File: src/rtl/gmii_tx_arbiter_pkg.sv
// Shared definitions for the two-source GMII transmit arbiter: FSM state
// encoding, default timing constants, channel indices and counter widths.
package gmii_tx_arbiter_pkg;

  // 3-bit state encoding.
  localparam logic [2:0] ST_IDLE   = 3'd0;
  localparam logic [2:0] ST_GRANT  = 3'd1;
  localparam logic [2:0] ST_ACTIVE = 3'd2;
  localparam logic [2:0] ST_DRAIN  = 3'd3;
  localparam logic [2:0] ST_IFG    = 3'd4;

  typedef enum logic [2:0] {
    S_IDLE   = ST_IDLE,
    S_GRANT  = ST_GRANT,
    S_ACTIVE = ST_ACTIVE,
    S_DRAIN  = ST_DRAIN,
    S_IFG    = ST_IFG
  } state_e;

  // Default timing limits, in gmii_tx_clk cycles.
  localparam int DEF_IFG_CYCLES    = 12;
  localparam int DEF_START_TIMEOUT = 64;
  localparam int DEF_MAX_FRAME     = 1600;

  // Channel indices: channel 0 carries ARP, channel 1 carries UDP.
  localparam logic CH_ARP = 1'b0;
  localparam logic CH_UDP = 1'b1;

  // Counter widths sized for the largest legal parameter values.
  localparam int START_CNT_W = 10;
  localparam int LEN_CNT_W   = 11;
  localparam int IFG_CNT_W   = 8;

endpackage

File: src/rtl/gmii_rr_pick.sv
// Two-way round-robin selector. A lone requester wins outright; on a tie the
// channel that did not own the path last time wins.
module gmii_rr_pick
  import gmii_tx_arbiter_pkg::*;
(
  input  logic req0,
  input  logic req1,
  input  logic last_owner,
  output logic valid,
  output logic winner
);

  // Pure combinational choice; the caller registers the result.
  always_comb begin
    valid  = req0 | req1;
    winner = CH_ARP;
    if (req0 && req1) begin
      winner = ~last_owner;
    end else if (req1) begin
      winner = CH_UDP;
    end
  end

endmodule

File: src/rtl/gmii_tx_arbiter.sv
// Shares one GMII transmit path between an ARP source (channel 0) and a UDP
// source (channel 1). The owner's byte stream is forwarded through one
// register stage; the FSM enforces a minimum inter-frame gap, revokes grants
// that never start, and truncates frames that run past MAX_FRAME.
//
// Handshake: reqN is a level request. grantN high means channel N owns the
// path; the owner raises srcN_en to start its frame and lowers it to end it.
// The grant falls on the same edge that samples srcN_en low. Inputs of the
// channel that does not own the path are ignored.
module gmii_tx_arbiter
  import gmii_tx_arbiter_pkg::*;
#(
  parameter int IFG_CYCLES    = DEF_IFG_CYCLES,
  parameter int START_TIMEOUT = DEF_START_TIMEOUT,
  parameter int MAX_FRAME     = DEF_MAX_FRAME
) (
  input  logic       gmii_tx_clk,
  input  logic       rst_n,
  input  logic       req0,
  input  logic       src0_en,
  input  logic [7:0] src0_txd,
  input  logic       req1,
  input  logic       src1_en,
  input  logic [7:0] src1_txd,
  output logic       grant0,
  output logic       grant1,
  output logic       gmii_tx_en,
  output logic [7:0] gmii_txd,
  output logic       busy,
  output logic       err_timeout,
  output logic       err_overlen
);

  state_e                 state_q, state_d;
  logic                   owner_q, owner_d;
  logic                   last_owner_q, last_owner_d;
  logic [START_CNT_W-1:0] start_cnt_q, start_cnt_d;
  logic [LEN_CNT_W-1:0]   len_cnt_q, len_cnt_d;
  logic [IFG_CNT_W-1:0]   ifg_cnt_q, ifg_cnt_d;
  logic                   out_en_q, out_en_d;
  logic [7:0]             out_txd_q, out_txd_d;
  logic                   err_to_q, err_to_d;
  logic                   err_ov_q, err_ov_d;

  logic                   pick_valid;
  logic                   pick_winner;
  logic                   own_en;
  logic [7:0]             own_txd;
  logic [START_CNT_W-1:0] start_cnt_inc;
  logic                   holds_path;

  gmii_rr_pick u_pick (
    .req0       (req0),
    .req1       (req1),
    .last_owner (last_owner_q),
    .valid      (pick_valid),
    .winner     (pick_winner)
  );

  // Select the owner's GMII inputs; the other channel never reaches the output.
  always_comb begin
    own_en        = (owner_q == CH_UDP) ? src1_en  : src0_en;
    own_txd       = (owner_q == CH_UDP) ? src1_txd : src0_txd;
    start_cnt_inc = start_cnt_q + 1'b1;
  end

  // Next-state, counters and next output byte; idle output is the default.
  always_comb begin
    state_d      = state_q;
    owner_d      = owner_q;
    last_owner_d = last_owner_q;
    start_cnt_d  = start_cnt_q;
    len_cnt_d    = len_cnt_q;
    ifg_cnt_d    = ifg_cnt_q;
    out_en_d     = 1'b0;
    out_txd_d    = 8'h00;
    err_to_d     = 1'b0;
    err_ov_d     = 1'b0;
    case (state_q)
      S_IDLE: begin
        if (pick_valid) begin
          state_d      = S_GRANT;
          owner_d      = pick_winner;
          last_owner_d = pick_winner;
          start_cnt_d  = '0;
        end
      end
      S_GRANT: begin
        if (own_en) begin
          state_d   = S_ACTIVE;
          out_en_d  = 1'b1;
          out_txd_d = own_txd;
          len_cnt_d = LEN_CNT_W'(1);
        end else if (start_cnt_inc == START_CNT_W'(START_TIMEOUT)) begin
          state_d     = S_IDLE;
          start_cnt_d = '0;
          err_to_d    = 1'b1;
        end else begin
          start_cnt_d = start_cnt_inc;
        end
      end
      S_ACTIVE: begin
        if (!own_en) begin
          state_d   = S_IFG;
          ifg_cnt_d = '0;
        end else if (len_cnt_q == LEN_CNT_W'(MAX_FRAME)) begin
          // Already forwarded MAX_FRAME bytes: cut the frame off here.
          state_d  = S_DRAIN;
          err_ov_d = 1'b1;
        end else begin
          out_en_d  = 1'b1;
          out_txd_d = own_txd;
          len_cnt_d = len_cnt_q + 1'b1;
        end
      end
      S_DRAIN: begin
        if (!own_en) begin
          state_d   = S_IFG;
          ifg_cnt_d = '0;
        end
      end
      S_IFG: begin
        if (ifg_cnt_q == IFG_CNT_W'(IFG_CYCLES - 1)) begin
          state_d   = S_IDLE;
          ifg_cnt_d = '0;
        end else begin
          ifg_cnt_d = ifg_cnt_q + 1'b1;
        end
      end
      default: begin
        state_d = S_IDLE;
      end
    endcase
  end

  // State, counters and the registered output stage.
  always_ff @(posedge gmii_tx_clk or negedge rst_n) begin
    if (!rst_n) begin
      state_q      <= S_IDLE;
      owner_q      <= CH_ARP;
      last_owner_q <= CH_UDP;
      start_cnt_q  <= '0;
      len_cnt_q    <= '0;
      ifg_cnt_q    <= '0;
      out_en_q     <= 1'b0;
      out_txd_q    <= 8'h00;
      err_to_q     <= 1'b0;
      err_ov_q     <= 1'b0;
    end else begin
      state_q      <= state_d;
      owner_q      <= owner_d;
      last_owner_q <= last_owner_d;
      start_cnt_q  <= start_cnt_d;
      len_cnt_q    <= len_cnt_d;
      ifg_cnt_q    <= ifg_cnt_d;
      out_en_q     <= out_en_d;
      out_txd_q    <= out_txd_d;
      err_to_q     <= err_to_d;
      err_ov_q     <= err_ov_d;
    end
  end

  // Grants and busy decode straight from registered state.
  always_comb begin
    holds_path  = (state_q == S_GRANT) || (state_q == S_ACTIVE) ||
                  (state_q == S_DRAIN);
    grant0      = holds_path && (owner_q == CH_ARP);
    grant1      = holds_path && (owner_q == CH_UDP);
    busy        = (state_q != S_IDLE);
    gmii_tx_en  = out_en_q;
    gmii_txd    = out_txd_q;
    err_timeout = err_to_q;
    err_overlen = err_ov_q;
  end

endmodule
File: config.mk
export PLATFORM = sky130hd
export DESIGN_NAME = gmii_tx_arbiter
export DESIGN_NICKNAME = d
export VERILOG_FILES = /design/src/rtl/gmii_tx_arbiter_pkg.sv /design/src/rtl/gmii_rr_pick.sv /design/src/rtl/gmii_tx_arbiter.sv
export SDC_FILE = /design/constraint.sdc
export NUM_CORES = 1
export LEC_CHECK = 0
export BUFFER_PORTS_ARGS = -buffer_cell sky130_fd_sc_hd__buf_2
export CAP_MARGIN = 10
export CORE_UTILIZATION = 41
export CTS_CLUSTER_SIZE = 12
export DETAILED_ROUTE_END_ITERATION = 16
export GPL_TIMING_DRIVEN = 0
export MAX_ROUTING_LAYER = met4
export PLACE_DENSITY_LB_ADDON = 0.1
export SYNTH_ARGS = -nofsm -noshare
export SYNTH_HDL_FRONTEND = slang
export SYNTH_SLANG_ARGS = --single-unit
export TNS_END_PERCENT = 5
File: constraint.sdc
create_clock -name gmii_tx_clk -period 6.55 [get_ports gmii_tx_clk]
set_clock_uncertainty 0.2 [all_clocks]
set_input_delay 0.3275 -clock gmii_tx_clk [delete_from_list [all_inputs] [get_ports gmii_tx_clk]]
set_output_delay 0.3275 -clock gmii_tx_clk [all_outputs]
set_load 0.005 [all_outputs]
==> results.md, run 1 <==
- Top cells by area, synth: dfrtp_1 (47%), nor2_1 (5.9%), o21ai_0 (5.1%), nand2_1 (4.3%), mux2i_1 (4.2%)
- Clock Pin Slew Worst Setup and Hold Paths: 0.10 ns
- Multi-input gate area: between 1000 and 1500 sq um
- Dpl hpwl: ~3.5 mm
- Top post-synthesis cells by count: dfrtp_1 (44), nor2_1 (37), nand2_1 (27)
- Port Buffers: 35
- Routed vias/inst: ~5.4
- TritonRoute pass-1 iters: 4
- DRC violations left: 0
- Met1 WL: ~2.5 mm
- Post-Syn Instances: around 260
- Hold Crit Class: primary input to asynchronous set/reset pin
- Cells along the critical path: inv_1, ha_1, or4b_1, o311ai_1, a21o_1, buf_4, inv_2, nand4_1, xor2_1, nor2_1
- Critical Path Source Type: flip-flop
- CTS tree: yes
- Pin count of the biggest net entering global routing: between 40 and 50
- Syn. warnings: 0
- CP bufs+invs: 3
- Final Hold Viols: 31
- Number of global-route vias before repair: approximately 1900
- Ys flop type: dfrtp_1
- Yosys reg bits: 45
- Layout Nets: approximately 330
- Max-Cap Viols: 0
- Worst-Skew Late Latency: approximately 0.31 ns
- Synth top area share: 46.5%
- Via count: about 2000
- Slowest-stage cell, CP: or4b_1
- DRT Wirelength: between 5 and 6 mm
- Area growth, synth to finish: 15.2%
- CTS buffer count: 5
- Uppermost layer routed: met4
- Metal3 WL: 154 um
- Sequential Area: ~1100 sq um
- Final instance area: about 2700 sq um
- Starting density of the core: between 40% and 50%
- Syn Area/Cell: about 9 sq um
- Total gr overflow: 0
- Num Clock Sinks: 45
- EDFF count, synth: 0
- Ys async rst share: 100%
- Unrepaired setup endpoints after global routing: false
- P_leak: 1.26 nW
- Hold_ws: -0.0177 ns
- Global-route wire length before repair: between 9 and 10 mm
- Sequential share of the synthesized area: a little under half
- DRT iter0 DRCs: 51
- Share of cells above drive strength 1: between 15 and 20%
- Fin crit share: between 30% and 40%
- Detail Route Antenna Nets: 0
- Diodes inserted: 0
- Gpl congestion: 0.795
- CP Data Required Time: between 6 and 7 ns
- DIE AREA: approximately 6100 sq um
- Critical path class: flip-flop to flip-flop
- Synth cell types: 52
- VDD IR max: around 0.00014 V
- Violated checks: negative hold slack
- Non-Filler Instances: around 370
- Crit path from: len_cnt_q[0]$_DFFE_PN0P_
- Fill cell count: approximately 560
- Slew Viols, Final: 0
- Top Ports: 36
- Setup violations, final: 0
- Power density cells: around 330 nW/um^2
- Root Buffer: clkbuf_8
- Clock H-tree levels: 2
- Post-DP Area: ~2600 sq um
- Die width: a little under 80 um
- # rows: 27
- Critical Path Max Stage Delay: 0.45 ns
- Final TNS setup: 0 ns
- Core box area: roughly 5500 sq um
- Critical path's top delay family: simple AND/OR/NAND/NOR gates
- Routed wire per std cell: ~14 um
- Relative slew slack: between 30 and 40%
- Die H: a little under 80 um
- Synth area leader: dfrtp_1
- Mapped Nets: approximately 290
- Longest Clk Path Bufs: 2
- Gr usage total: about a fifth
- Critical Path AT: 2.46 ns
- CP Capture Type: flip-flop
- Post_cts resized: 0
- Mapped Area: between 2000 and 2500 sq um
- Reg2Reg Launch Point: len_cnt_q[0]$_DFFE_PN0P_
- Post-layout minimum cycle time: ~2.5 ns
- Critical Path Fanout Max: 10
- Setup bufs post-CTS: 0
- Outcome: finished, violations left
- Hold_buf cts: 0
- Met2 Wirelength: between 2 and 2.5 mm
- Top-count cell post-synth: dfrtp_1
- Post-Place Cells: 366
- Initial antenna violation count: 0
- Tot Pwr: 0.907 mW
- Worst-Margin Slew: approximately 1 ns
- Max Fclk: 404 MHz
[placed cells by master, fill, tap and decap left out, types with 2 or more instances in the layout]
master    synthesis  routed
and3_1            6       6
nor3_1            6       6
dfrtp_1          44      44
o21ai_1           2       2
nand2b_1          4       4
xor2_1            8       8
nand3_1          15      15
a21o_1            2       2
clkbuf_8          0       5
nor2_1           37      37
ha_1              4       4
clkbuf_1          4       4
o31ai_1           4       4
mux2i_1          10      10
nand4_1           5       5
o21ai_0          24      24
buf_2             0      35
o211ai_1          4       4
nand2_2           2       2
or3_1             4       4
nor2b_1           2       2
nand2_1          27      27
a22oi_1           2       2
buf_1             2       2
a21oi_1           3       3
inv_1             9       9
a31oi_1           2       2
[logic make-up after synthesis]
logic type	Yosys count	share of synthesized area (%)
simple gates	120	24.9
compound gates	54	15.0
flops	45	47.6
buf+inv	17	2.85
mux	10	4.23
xor+xnor	9	3.33
fa+ha+maj	4	2.11
[registers in the layout (all words and copies together), names as in the netlist]
signal	cells
len_cnt_q	11
start_cnt_q	10
gmii_txd	8
ifg_cnt_q	8
state_q	3
err_overlen	1
err_timeout	1
gmii_tx_en	1
last_owner_q	1
owner_q	1
[cell type report]
class                   instances  share of cell area (%)
repair buffers                 35                    6.42
well taps                      72                    3.30
clock inverters                 3                   0.918
flip-flops and latches         45                    41.3
multi-input cells             197                    43.0
inverters                      10                    1.38
plain buffers                   7                    1.10
clock buffers                   5                    2.52
[report_power, final]
group          switching [mW]  internal, mW  total, mW  leakage (nW)
Combinational           0.215         0.134      0.349         0.607
Clock                   0.107        0.0772      0.184        0.0447
Sequential             0.0421         0.331      0.374         0.607
[final timing paths]
check,endpoint,slack [ns],cells past startpoint
max reg2reg,len_cnt_q[9]$_DFFE_PN0P_,4.07,10
min,start_cnt_q[7]$_DFFE_PN0P_,-0.02,1
min reg2reg,ifg_cnt_q[7]$_DFFE_PN0P_,0.28,1
max in group asynchronous,ifg_cnt_q[2]$_DFFE_PN0P_,5.54,1
min in group gmii_tx_clk,last_owner_q$_DFFE_PN1P_,0.01,2
max,len_cnt_q[9]$_DFFE_PN0P_,4.07,10
[per-layer routing]
layer / vias up / GRT usage (%)
li1: 1006 / -
met1: 985 / 24.9
met2: 32 / 31.5
met3: 6 / 3.88
met4: 0 / 6.11
met5: - / -
[through the flow]
step	utilization (%)	setup slack [ns]
floorplan	-	4.33
global placement	47.5	4.10
detailed placement	47.5	4.09
CTS	49.2	4.06
global route	49.2	3.85
finish	49.2	4.07
(Power assumes the default switching activity.)
==> run 2: changes to the inputs <==
- ABC_AREA: default -> 1
- clock period: 6.55 -> 2.1 ns (I/O delays scaled with it)
==> run 2 against run 1 <==
Compared with the run above:
- the flow now finishes without violations
- first-iteration DRC count increased to 2.9 times the previous value
- synthesized area increased by 2.1%
- fmax rose by 27%
- sequential power rose to 3.1 times the previous value
- setup slack got worse by 3.9 ns
- sequential share of layout area down 3.7 points
- largest cell class is now sequential cells
==> results.md, run 2 <==
- Outcome: finished, final reports clean
- Ys flop type: dfrtp_1
- Die width: slightly below 80 um
- Critical path class: flip-flop to flip-flop
- Ys async rst share: 100%
- Reg with most FFs: len_cnt_q
- DIE AREA: 6200 sq um
- Worst-Skew Late Latency: approximately 0.3 ns
- Post-layout minimum cycle time: 1.94 ns
- VDD IR max: 0.000591 V
- Top cells by area, synth: dfrtp_1 (46%), nand2_1 (13%), inv_1 (6.1%), nand3_1 (5.6%), nor2_1 (4.5%)
- EDFF count, synth: 0
- Critical Path Fanout Max: 6
- Diodes inserted: 0
- Reg2Reg Launch Point: start_cnt_q[0]$_DFFE_PN0P_
- Slew Viols, Final: 0
- Power density cells: ~950 nW/um^2
- Dpl hpwl: around 3.7 mm
- TritonRoute pass-1 iters: 7
- Most common cell after layout, fill and taps aside: nand2_1
- Area growth, synth to finish: 23.9%
- Final Hold Viols: 0
- Final TNS setup: 0 ns
- Worst-Margin Slew: slightly below 1 ns
- Pin count of the biggest net entering global routing: between 40 and 50
- Fill cell count: between 500 and 600
- Mapped Nets: around 340
- Gpl congestion: ~0.86
- Clock H-tree levels: 2
- Top Ports: 36
- Sequential share of the synthesized area: 46.7%
- Hold Crit Class: primary input to flip-flop
- Starting density of the core: between 40% and 50%
- Fin crit share: between 90% and 100%
- Setup violations, final: 0
- Yosys reg bits: 45
- Max-Cap Viols: 0
- Initial antenna violation count: 0
- Routed vias/inst: ~4.9
- # rows: 27
- Clock Pin Slew Worst Setup and Hold Paths: approximately 0.09 ns
- Hold_ws: 0.0325 ns
- Syn Area/Cell: 7.60 sq um
- Synth area leader: dfrtp_1
- Critical Path AT: roughly 1.9 ns
- Via count: around 2200
- Detail Route Antenna Nets: 0
- Crit path from: start_cnt_q[0]$_DFFE_PN0P_
- Num Clock Sinks: 45
- Synth cell types: 30
- Root Buffer: clkbuf_8
- Commonest cells after routing, fill and taps aside: nand2_1 (84), dfrtp_1 (44), inv_1 (39)
- Share of cells above drive strength 1: 15.2%
- Critical Path Source Type: flip-flop
- Routed wire per std cell: ~12 um
- Number of global-route vias before repair: 2149
- CP Data Required Time: 2.10 ns
- Core box area: 5610 sq um
- CTS tree: yes
- Top post-synthesis cells by count: nand2_1 (85), dfrtp_1 (44), inv_1 (39)
- CP Capture Type: flip-flop
- Hold_sp: req0
- Die H: 78.8 um
- DRC violations left: 0
- DRT iter0 DRCs: between 100 and 150
- Layout Nets: ~410
- Gr usage total: between 20% and 30%
- Syn. warnings: 0
- Synth top area share: 45.6%
- Relative slew slack: between 30% and 40%
- Longest Clk Path Bufs: 2
- Max FFs per register: 11
- P_leak: around 1.4 nW
- Top-count cell post-synth: nand2_1
- Post-Syn Instances: 318
- Global-route wire length before repair: between 9 and 10 mm
- Tot Pwr: 2.85 mW
- Mapped Area: about 2400 sq um
- Total gr overflow: 0
- Max Fclk: between 500 and 600 MHz
- Largest registers: len_cnt_q (11), start_cnt_q (10)
- Port Buffers: 35
- DRT Wirelength: 5.41 mm
- CTS buffer count: 5
-- run 2: cell types whose count changed in the layout (fill, tap and decap cells not counted), sizes merged, moves of 6 or more --
| cell | delta |
|---|---|
| a21oi | +12 |
| and3 | -6 |
| dlygate4sd3 | +20 |
| inv | +32 |
| mux2i | -10 |
| nand2 | +57 |
| nand3 | +11 |
| nor2 | -8 |
| nor3 | +7 |
| o22ai | +6 |
-- run 2: layout make-up --
class                   instances  area (sq um)  area share (%)
flip-flops and latches         45          1130            37.7
multi-input cells             226          1120            37.3
repair buffers                 56           383            12.8
inverters                      43           161            5.39
well taps                      72          90.1            3.01
clock buffers                   6          72.6            2.42
plain buffers                   4          31.3            1.05
clock inverters                 2          10.0           0.334
-- run 2: cells by family (layout without fill, tap and decap cells) --
logic type / count (synthesis) / count (layout) / synth area share (%)
flops: 45 / 45 / 46.7
buf+inv: 47 / 111 / 7.82
fa+ha+maj: 4 / 4 / 2.07
simple gates: 165 / 165 / 29.1
compound gates: 49 / 49 / 11.4
xor+xnor: 8 / 8 / 2.90
-- run 2: critical path: stages, from the launching register on --
cell and delay (ns):
dfrtp_1 0.43, ha_1 0.20, nand2_1 0.12, o21ai_0 0.18, nand2_1 0.09, nor2_1 0.12
nand3_1 0.15, o21bai_4 0.20, nand2_1 0.07, nand2_1 0.05, nand2_1 0.05
-- run 2: timing repair --
| item | in CTS | in global routing |
|---|---|---|
| hold buffers | 20 | 0 |
| hold endpoints to repair | 55 | 0 |
| resized for setup | 0 | 6 |
| buffers inserted | 0 | 1 |
| endpoints found under the setup margin | 0 | 18 |
-- run 2: final timing paths --
check | endpoint | slack, ns | cells past startpoint
setup / recovery | state_q[0]$_DFFE_PN0P_ | 0.16 | 10
hold / removal | last_owner_q$_DFFE_PN1P_ | 0.03 | 4
setup reg to reg | state_q[0]$_DFFE_PN0P_ | 0.16 | 10
hold reg to reg | last_owner_q$_DFFE_PN1P_ | 0.26 | 2
max in group asynchronous | len_cnt_q[10]$_DFFE_PN0P_ | 0.78 | 2
min in group asynchronous | start_cnt_q[7]$_DFFE_PN0P_ | 0.30 | 2
-- run 2: report_power, final --
part | internal, mW | total, mW | switching (mW)
clock | 0.231 | 0.518 | 0.288
combinational | 0.429 | 1.17 | 0.737
sequential | 1.04 | 1.16 | 0.120
total | 1.70 | 2.85 | 1.14
-- run 2: per-layer routing --
| metal | GRT usage [%] | vias up | routed length, um |
|---|---|---|---|
| li1 | - | 1161 | - |
| met1 | 27.2 | 1025 | 2720 |
| met2 | 30.4 | 50 | 2420 |
| met3 | 4.25 | 7 | 189 |
| met4 | 6.11 | 0 | 80 |
| met5 | - | - | 0 |
-- run 2: through the flow --
step                      worst slack [ns]  instances  instance area (sq um)  utilization, %
after floorplan                      0.341        318                   2420               -
after global placement               0.120        425                   2680            47.8
after detailed placement            0.0988        425                   2680            47.8
after CTS                           0.0791        453                   2960            52.9
after global routing             -0.000786        454                   2990            53.4
final                                0.155        454                   2990            53.4
